===== config.mk =====
export PLATFORM = sky130hd
export DESIGN_NAME = keypad_scanner
export DESIGN_NICKNAME = d
export VERILOG_FILES = /design/src/rtl/keypad_pkg.sv /design/src/rtl/keypad_scanner_sync.sv /design/src/rtl/keypad_scanner.sv
export SDC_FILE = /design/constraint.sdc
export NUM_CORES = 1
export LEC_CHECK = 0
export CAP_MARGIN = 20
export CORE_MARGIN = 3
export CORE_UTILIZATION = 54
export CTS_CLUSTER_DIAMETER = 100
export DETAILED_ROUTE_END_ITERATION = 12
export PLACE_DENSITY = 0.73
export REMOVE_ABC_BUFFERS = 1
export SYNTH_ARGS = -nofsm -noshare
export SYNTH_HDL_FRONTEND = slang
export SYNTH_SLANG_ARGS = --single-unit

===== constraint.sdc =====
create_clock -name clk -period 2.2 [get_ports clk]
set_input_delay 0.55 -clock clk [delete_from_list [all_inputs] [get_ports clk]]
set_output_delay 0.55 -clock clk [all_outputs]
set_load 0.05 [all_outputs]

===== src/rtl/keypad_pkg.sv =====
// Shared types, constants and helpers for the 4x3 keypad scanner.
package keypad_pkg;

  typedef enum logic [1:0] {
    SCAN     = 2'd0,
    DEBOUNCE = 2'd1,
    PRESSED  = 2'd2,
    RELEASE  = 2'd3
  } state_t;

  localparam logic [3:0] KEY_STAR = 4'd10;
  localparam logic [3:0] KEY_HASH = 4'd11;

  localparam logic [3:0] ROW0 = 4'b0001;
  localparam logic [3:0] ROW1 = 4'b0010;
  localparam logic [3:0] ROW2 = 4'b0100;
  localparam logic [3:0] ROW3 = 4'b1000;

  // True when exactly one column line is active.
  function automatic logic is_onehot(input logic [2:0] cols);
    return (cols == 3'b001) || (cols == 3'b010) || (cols == 3'b100);
  endfunction

  // Row index of a one-hot row drive; anything malformed maps to the top row.
  function automatic logic [1:0] row_index(input logic [3:0] row_onehot);
    logic [1:0] idx;
    idx = 2'd0;
    case (row_onehot)
      ROW1:    idx = 2'd1;
      ROW2:    idx = 2'd2;
      ROW3:    idx = 2'd3;
      default: idx = 2'd0;
    endcase
    return idx;
  endfunction

  // Next row in the scan order, top to bottom and back to the top.
  function automatic logic [3:0] next_row(input logic [3:0] row_onehot);
    return {row_onehot[2:0], row_onehot[3]};
  endfunction

  // Key code for a (row, column) position. Rows 0-2 hold digits 1-9 laid out
  // left to right; the bottom row is '*', '0', '#'.
  function automatic logic [3:0] key_lookup(input logic [1:0] row_idx,
                                            input logic [2:0] col_onehot);
    logic [3:0] col_idx;
    logic [3:0] code;
    col_idx = 4'd0;
    code    = 4'd0;
    case (col_onehot)
      3'b001:  col_idx = 4'd0;
      3'b010:  col_idx = 4'd1;
      3'b100:  col_idx = 4'd2;
      default: col_idx = 4'd0;
    endcase
    if (row_idx == 2'd3) begin
      case (col_idx)
        4'd0:    code = KEY_STAR;
        4'd1:    code = 4'd0;
        default: code = KEY_HASH;
      endcase
    end else begin
      code = ({2'b00, row_idx} * 4'd3) + col_idx + 4'd1;
    end
    return code;
  endfunction

endpackage


===== src/rtl/keypad_scanner_sync.sv =====
// Two-flop synchronizer for slow asynchronous inputs such as keypad columns.
module sync_2ff #(
  parameter int WIDTH = 1
) (
  input  logic             clk,
  input  logic             init,
  input  logic [WIDTH-1:0] d,
  output logic [WIDTH-1:0] q
);

  logic [WIDTH-1:0] meta;

  // First flop absorbs metastability, second presents a settled value.
  always_ff @(posedge clk) begin
    if (init) begin
      meta <= '0;
      q    <= '0;
    end else begin
      meta <= d;
      q    <= meta;
    end
  end

endmodule


===== src/rtl/keypad_scanner.sv =====
// Row-scanning, debouncing sequencer for the 4x3 safe keypad. Emits one
// key_valid pulse per physical press and tracks the held state until release.
module keypad_scanner
  import keypad_pkg::*;
#(
  parameter int SCAN_TICKS     = 1000000,
  parameter int DEBOUNCE_TICKS = 200000
) (
  input  logic       clk,
  input  logic       init,
  input  logic [2:0] col,
  output logic [3:0] row,
  output logic       key_valid,
  output logic [3:0] key_code,
  output logic       key_held
);

  localparam int TICK_W = $clog2(SCAN_TICKS);
  localparam int DEB_W  = (DEBOUNCE_TICKS > 1) ? $clog2(DEBOUNCE_TICKS) : 1;

  localparam logic [TICK_W-1:0] TICK_LAST   = TICK_W'(SCAN_TICKS - 1);
  localparam logic [TICK_W-1:0] TICK_SETTLE = TICK_W'(2);
  localparam logic [DEB_W-1:0]  DEB_LAST    = DEB_W'(DEBOUNCE_TICKS - 1);

  state_t            state;
  logic [TICK_W-1:0] tick_cnt;
  logic [DEB_W-1:0]  deb_cnt;
  logic [2:0]        col_s;
  logic [2:0]        latched_col;
  logic [1:0]        latched_row;

  sync_2ff #(
    .WIDTH(3)
  ) u_col_sync (
    .clk  (clk),
    .init (init),
    .d    (col),
    .q    (col_s)
  );

  // Scan/debounce/hold/release sequencer; all outputs are registered here.
  always_ff @(posedge clk) begin
    if (init) begin
      state       <= SCAN;
      tick_cnt    <= '0;
      deb_cnt     <= '0;
      latched_col <= 3'b000;
      latched_row <= 2'd0;
      row         <= ROW0;
      key_valid   <= 1'b0;
      key_code    <= 4'd0;
      key_held    <= 1'b0;
    end else begin
      key_valid <= 1'b0;
      unique case (state)
        SCAN: begin
          if ((tick_cnt >= TICK_SETTLE) && is_onehot(col_s)) begin
            latched_col <= col_s;
            latched_row <= row_index(row);
            deb_cnt     <= '0;
            tick_cnt    <= '0;
            state       <= DEBOUNCE;
          end else if (tick_cnt == TICK_LAST) begin
            tick_cnt <= '0;
            row      <= next_row(row);
          end else begin
            tick_cnt <= tick_cnt + TICK_W'(1);
          end
        end

        DEBOUNCE: begin
          if (col_s != latched_col) begin
            deb_cnt  <= '0;
            tick_cnt <= '0;
            state    <= SCAN;
          end else if (deb_cnt == DEB_LAST) begin
            deb_cnt   <= '0;
            key_valid <= 1'b1;
            key_code  <= key_lookup(latched_row, latched_col);
            key_held  <= 1'b1;
            state     <= PRESSED;
          end else begin
            deb_cnt <= deb_cnt + DEB_W'(1);
          end
        end

        PRESSED: begin
          if (col_s == 3'b000) begin
            deb_cnt <= '0;
            state   <= RELEASE;
          end
        end

        RELEASE: begin
          if (col_s != 3'b000) begin
            deb_cnt <= '0;
            state   <= PRESSED;
          end else if (deb_cnt == DEB_LAST) begin
            deb_cnt  <= '0;
            tick_cnt <= '0;
            key_held <= 1'b0;
            row      <= next_row(row);
            state    <= SCAN;
          end else begin
            deb_cnt <= deb_cnt + DEB_W'(1);
          end
        end

        default: begin
          deb_cnt  <= '0;
          tick_cnt <= '0;
          state    <= SCAN;
        end
      endcase
    end
  end

endmodule

# --- Word level (Yosys, flattened, before mapping) ---
# Cells that the tools add are included.
totals:
  reg_bits: 61
  input_bits: 5
  out_inout_bits: 10
  word_cells: 102
classes:
  add_sub_neg: 4
  mul: 1
  n_lt_le_gt_ge: 1
  eq_ne: 27
  mux: 38
  n_bitwise: 2
  n_reduce_logical: 18
op_table:
  columns: ["operator", "count"]
  rows:
  - ["2-to-1 mux 20 bit", 5]
  - ["2-to-1 mux 18 bit", 5]
  - ["case mux 18 bit (4 select lines)", 1]
  - ["case mux 20 bit (3 select lines)", 1]
  - ["2-to-1 mux 4 bit", 9]
  - ["adder 20 x 1 -> 20 bit, second input constant", 1]
  - ["equality test 20 bit, second input constant", 1]
  - [">= comparator 20 x 2 -> 1 bit, second input constant", 1]
  - ["adder 18 x 1 -> 18 bit, second input constant", 1]
  - ["equality test 18 bit, second input constant", 1]
  - ["inequality test 2 bit, second input constant", 9]
  - ["case mux 4 bit (2 select lines)", 2]
  - ["2-to-1 mux 2 bit", 6]
  - ["AND reduction 5 bit", 2]
  - ["case mux 2 bit (4 select lines)", 1]
  - ["AND reduction 4 bit", 2]
  - ["equality test 2 bit, second input constant", 3]
  - ["equality test 3 x 2 -> 1 bit, second input constant", 2]
  - ["equality test 3 bit, second input constant", 2]
  - ["inequality test 3 bit, second input constant", 2]
  - ["case mux 2 bit (3 select lines)", 1]
  - ["nonzero test 3 bit", 2]
  - ["2-to-1 mux 1 bit", 5]
  - ["adder 4 x 1 -> 4 bit, second input constant", 1]
  - ["other kinds (21)", 25]

# --- Longest topological paths before layout ---
logic_depth:
  word_depth: 9
  ltp_mapped: 9
  ltp_nobuf: 8

# --- Modules after synthesis ---
# From an unflattened synthesis, not the netlist that was laid out.
hier_totals:
  hier_cells: 383
  hier_area_um2: 3309.4
modules_own_cells:
  columns: ["mod", "n_inst", "cells_each", "area_each_um2", "seq_area_each_um2"]
  rows:
  - ["keypad_scanner", 1, 371, 3151.8, 1101.1]
  - ["sync_2ff", 1, 12, 157.7, 120.1]

# --- Least setup slack after synthesis ---
# OpenSTA, ideal clock, no wires.
synth_path:
  path_type: "register to register"
  startpoint: "register latched_col[2]"
  endpoint: "register key_code[2]"
  setup_ns: 0.070
  arrival_ns: 2.091
  t_required_ns: 2.130
  path_slack_ns: 0.039
  stages_incl_launch_ff: 7
  path_buffers: 0
  synth_period_minus_slack_ns: 2.161
  cell_sequence: "dfxtp_1 > nor3b_1 > fa_1 > fa_1 > xnor2_1 > or3_1 > a21oi_1"
synth_via:
  elab_chain_cells: 9
  word_cells_on_any_way: 13
  classes_between: "add/sub (2); eq/ne (3); mux (6); bitwise (1); reduce/logical (1)"
synth_rtl:
  columns: ["element", "line_no", "rtl"]
  rows:
  - ["from (decl)", "keypad_scanner.sv:29", "logic [2:0] latched_col;"]
  - ["from (signal assigned)", "keypad_scanner.sv:58", "latched_col <= col_s;"]
  - ["equality test 3 bit / equality test 3 x 2 -> 1 bit (equally long branches)", "keypad_pkg.sv:50", "case (col_onehot)"]
  - ["case mux 2 bit (2 select lines)", "keypad_pkg.sv:50", null]
  - ["2-to-1 mux 4 bit", "keypad_scanner.sv:76", "end else if (deb_cnt == DEB_LAST) begin"]
  - ["2-to-1 mux 4 bit", "keypad_scanner.sv:72", "if (col_s != latched_col) begin"]
  - ["2-to-1 mux 4 bit", "keypad_scanner.sv:55", "unique case (state)"]
  - ["2-to-1 mux 4 bit", "keypad_scanner.sv:43", "if (init) begin"]
  - ["adder 4 bit", "keypad_pkg.sv:63", "code = ({2'b00, row_idx} * 4'd3) + col_idx + 4'd1;"]
  - ["adder 4 x 1 -> 4 bit", "keypad_pkg.sv:63", null]
  - ["2-to-1 mux 4 bit", "keypad_pkg.sv:56", "if (row_idx == 2'd3) begin"]
  - ["to (signal assigned)", "keypad_scanner.sv:79", "key_code <= key_lookup(latched_row, latched_col);"]
  - ["to (decl)", "keypad_scanner.sv:14", "output logic [3:0] key_code,"]
# Several ways; a longest one is shown, not always the timed one. The select of a mux whose other input is x is not followed.
# A chain may end at the register's enable or synchronous reset.

# --- Worst setup path in the final report ---
layout_path:
  startpoint: "register row[1]"
  endpoint: "output row[1]"
layout_rtl:
  columns: ["element", "line_no", "rtl"]
  rows:
  - ["from (decl)", "keypad_scanner.sv:12", "output logic [3:0] row,"]
  - ["from (signal assigned)", "keypad_scanner.sv:65", "row <= next_row(row);"]
  - ["from (signal assigned)", "keypad_scanner.sv:102", "row <= next_row(row);"]
# No word-level cell between the ends.

==> impl_metrics.env <==
export IMPL_max_freq_ghz=0.470
export IMPL_cts_max_path_buffers=2
export IMPL_area_growth_synth_to_final_pct=27.7
export IMPL_synth_top_cells_by_area="sky130_fd_sc_hd__dfxtp_1, sky130_fd_sc_hd__nor2_1, sky130_fd_sc_hd__a21oi_1"
export IMPL_floorplan_die_height_microns=81.2
export IMPL_timing_rr_start="latched_col[2]"
export IMPL_timing_final_hold_violations=0
export IMPL_core_area_sq_mm=0.00530
export IMPL_numPortBuffers=14
export IMPL_most_instantiated_flip_flop_cell_in_the_synthesis_netlist="sky130_fd_sc_hd__dfxtp_1"
export IMPL_residual_antenna_violating_net_count_after_detailed_routing=0
export IMPL_starting_density_of_the_core_pct=57.6
export IMPL_fp_dieArea_sq_mm=0.00660
export IMPL_tritoncts="yes"
export IMPL_critical_path_cell_chain="clkdlybuf4s50_1"
export IMPL_crit_path_top_delay_cell="sky130_fd_sc_hd__clkdlybuf4s50_1"
export IMPL_fin_crit_ps=2130
export IMPL_insertion_delay_ps=340
export IMPL_critical_path_endpoint_type="output pin"
export IMPL_start_point_of_the_critical_path="row[1]"
export IMPL_num_nets_final=424
export IMPL_syn_instance_count=348
export IMPL_path_class="flip-flop to output pin"
export IMPL_final_setup_skew_ps=7.88
export IMPL_grt_start_max_net_pins=29
export IMPL_clk_transition_reported_paths_ps=70
export IMPL_track_usage_pct=23.5
export IMPL_drc=0
export IMPL_holdCritPathClass="flip-flop to flip-flop"
export IMPL_cp_data_required_time_ps=1650
export IMPL_detailedRoute_firstPassIterationCount=4
export IMPL_final_cell_mix="sky130_fd_sc_hd__dfxtp_1, sky130_fd_sc_hd__buf_4, sky130_fd_sc_hd__nor2_1"
export IMPL_slew_headroom_pct=55.3
export IMPL_rows=26
export IMPL_synth_edff_count=0
export IMPL_path_max_fanout=5
export IMPL_syn_cell_area_sq_mm=0.00306
export IMPL_ys_async_sr_fraction_pct=0
export IMPL_period_share_pct=96.6
export IMPL_synth_top_area_share_pct=40.0
export IMPL_total_leakage_power_uw=0.00152
export IMPL_timing_critical_path_from_type="flip-flop"
export IMPL_top_level_ports=15
export IMPL_sequential_fraction_of_the_synthesis_area_pct=40.0
export IMPL_syn_avg_cell_area_sq_um=8.78
export IMPL_worst_hold_slack_ps=444
export IMPL_maxCapViolations=0
export IMPL_grt_overflow_total=0
export IMPL_cts_htree_levels=3
export IMPL_holdCritStartpoint="u_col_sync.meta[0]"
export IMPL_status="finished, final reports clean"
export IMPL_yosys_cell_types_count=56
export IMPL_fp_dieW_microns=81.2
export IMPL_global_route_wire_length_before_repair_microns=12000
export IMPL_finalSetupViolCount=0
export IMPL_clock_tree_root_cell="sky130_fd_sc_hd__clkbuf_8"
export IMPL_wl_per_cell_microns=14.9
export IMPL_routabilityCongestion=0.826
export IMPL_detailedPlacementHpwl_microns=4890
export IMPL_cts_made_buffers=9
export IMPL_yosys_reg_bits=61
export IMPL_post_route_worst_setup_slack_ps=74.5
export IMPL_final_common_cell="sky130_fd_sc_hd__dfxtp_1"
export IMPL_critPathMaxStageDelay_ps=840
export IMPL_tritoncts_num_sinks=61
export IMPL_grt_antenna_before_repair=0
export IMPL_synth_warnings=0
export IMPL_avgViaCountPerCell=5.75
export IMPL_worst_pin_slew_ps=666
export IMPL_via_count=2790
export IMPL_cp_top_family="buffers and inverters"
export IMPL_holdBufCountCts=0
export IMPL_power_per_cell_area_mw_per_mm2=680
export IMPL_worst_ep_arrival_time_ps=1580
export IMPL_drive_gt1_share_pct=23.1
export IMPL_irDropWorstVdd_mv=0.730
export IMPL_post_synth_top_area_cell="sky130_fd_sc_hd__dfxtp_1"
export IMPL_report_final_slew_viol_count=0
export IMPL_postRouteWirelength_microns=7220
export IMPL_first_global_vias=2610
export IMPL_drtIter0Drc=168
export IMPL_antenna_diode_count=0
export IMPL_dp_slack_ps=-38.7
export IMPL_timing_critical_path_buf_inv=1
## cells by family (layout without fill, tap and decap cells)
kind of cell             count (synthesis)  in the layout  share of synthesized area, %
AND/OR/NAND/NOR                        142            142                          26.1
AO/OA/AOI/OAI                           85             85                          18.0
flip-flops                              61             61                          40.0
buffers and inverters                   23             90                          3.27
XOR/XNOR                                19             19                          5.44
adder cells (fa/ha/maj)                  9              9                          4.18
multiplexers                             9              9                          3.03
## final timing paths
path	endpoint	slack [ps]	depth (start not counted)
hold reg to reg	u_col_sync.q[0]	440	1
hold / removal	u_col_sync.q[0]	440	1
setup / recovery	row[1]	70	1
setup reg to reg	key_code[2]	80	6
## registers in the layout, indices dropped and copies added (netlist names), 2 cells and up
| register | flops |
|---|---|
| latched_row | 2 |
| deb_cnt | 18 |
| latched_col | 3 |
| tick_cnt | 20 |
| row | 4 |
| state | 2 |
| key_code | 4 |
| u_col_sync.q | 3 |
| u_col_sync.meta | 3 |
## report_power, final
group | leakage (uW) | switching [uW] | internal [uW]
Combinational | 0.000934 | 271 | 198
Sequential | 0.000496 | 36.1 | 1140
Clock | 0.0000943 | 460 | 549
## cell type report
type                            instances  area (sq um)
Clock inverter                          6          62.6
Tap cell                               70          87.6
Fill cell                             393          1400
Clock buffer                           10           138
Timing Repair Buffer                   64           551
Multi-Input combinational cell        264          1800
Sequential cell                        61          1230
Inverter                               10          37.5
## what timing repair did
item | CTS | global route
endpoints found under the setup margin | 4 | 30
gates resized for setup | 3 | 20
pin swaps | 0 | 13
gates cloned | 0 | 0
setup buffers | 0 | 7
## Yosys cell counts (2+ instances only)
| master | count |
|---|---|
| sky130_fd_sc_hd__o21a_1 | 2 |
| sky130_fd_sc_hd__nand4_1 | 7 |
| sky130_fd_sc_hd__a22o_1 | 5 |
| sky130_fd_sc_hd__nor4_1 | 6 |
| sky130_fd_sc_hd__a21oi_1 | 25 |
| sky130_fd_sc_hd__or3_1 | 10 |
| sky130_fd_sc_hd__fa_1 | 2 |
| sky130_fd_sc_hd__ha_1 | 7 |
| sky130_fd_sc_hd__nand3b_1 | 2 |
| sky130_fd_sc_hd__and3_1 | 6 |
| sky130_fd_sc_hd__buf_2 | 5 |
| sky130_fd_sc_hd__xor2_1 | 11 |
| sky130_fd_sc_hd__mux2i_1 | 7 |
| sky130_fd_sc_hd__a22oi_1 | 3 |
| sky130_fd_sc_hd__mux2_2 | 2 |
| sky130_fd_sc_hd__nor2b_1 | 7 |
| sky130_fd_sc_hd__a21o_1 | 4 |
| sky130_fd_sc_hd__o211ai_1 | 2 |
| sky130_fd_sc_hd__xnor2_1 | 8 |
| sky130_fd_sc_hd__nor3_1 | 6 |
| sky130_fd_sc_hd__o21ai_0 | 14 |
| sky130_fd_sc_hd__o21ai_1 | 3 |
| sky130_fd_sc_hd__dfxtp_1 | 61 |
| sky130_fd_sc_hd__nor2_1 | 35 |
| sky130_fd_sc_hd__nand3_1 | 15 |
| sky130_fd_sc_hd__nand2_1 | 23 |
| sky130_fd_sc_hd__or4_1 | 8 |
| sky130_fd_sc_hd__and4_1 | 3 |
| sky130_fd_sc_hd__a31oi_1 | 9 |
| sky130_fd_sc_hd__clkbuf_1 | 7 |
| sky130_fd_sc_hd__a211o_1 | 3 |
| sky130_fd_sc_hd__o2111ai_1 | 2 |
| sky130_fd_sc_hd__inv_1 | 10 |
| sky130_fd_sc_hd__nor3b_1 | 3 |
| sky130_fd_sc_hd__a211oi_1 | 3 |
| sky130_fd_sc_hd__o31ai_1 | 2 |
## through the flow
stage | cells | area (sq um) | total power [uW] | utilization (%) | TNS [ps]
finish | 485 | 3900 | 2660 | 73.6 | 0
floorplan | 335 | 2990 | 1460 | - | -2100
CTS | 478 | 3780 | 2640 | 71.2 | -63.8
detailed placement | 462 | 3570 | 1640 | 67.3 | -112
global placement | 462 | 3570 | 1630 | 67.3 | 0
global route | 485 | 3900 | 2770 | 73.6 | -88.2
## per-layer routing
layer,routed length [microns],global-route usage (%),up-vias
met4,65,5.41,0
met1,3350,30.5,1322
met2,3500,38.2,56
li1,-,-,1405
met3,299,7.54,7
met5,0,0,-
No activity file was read; power rests on OpenSTA's default activity.
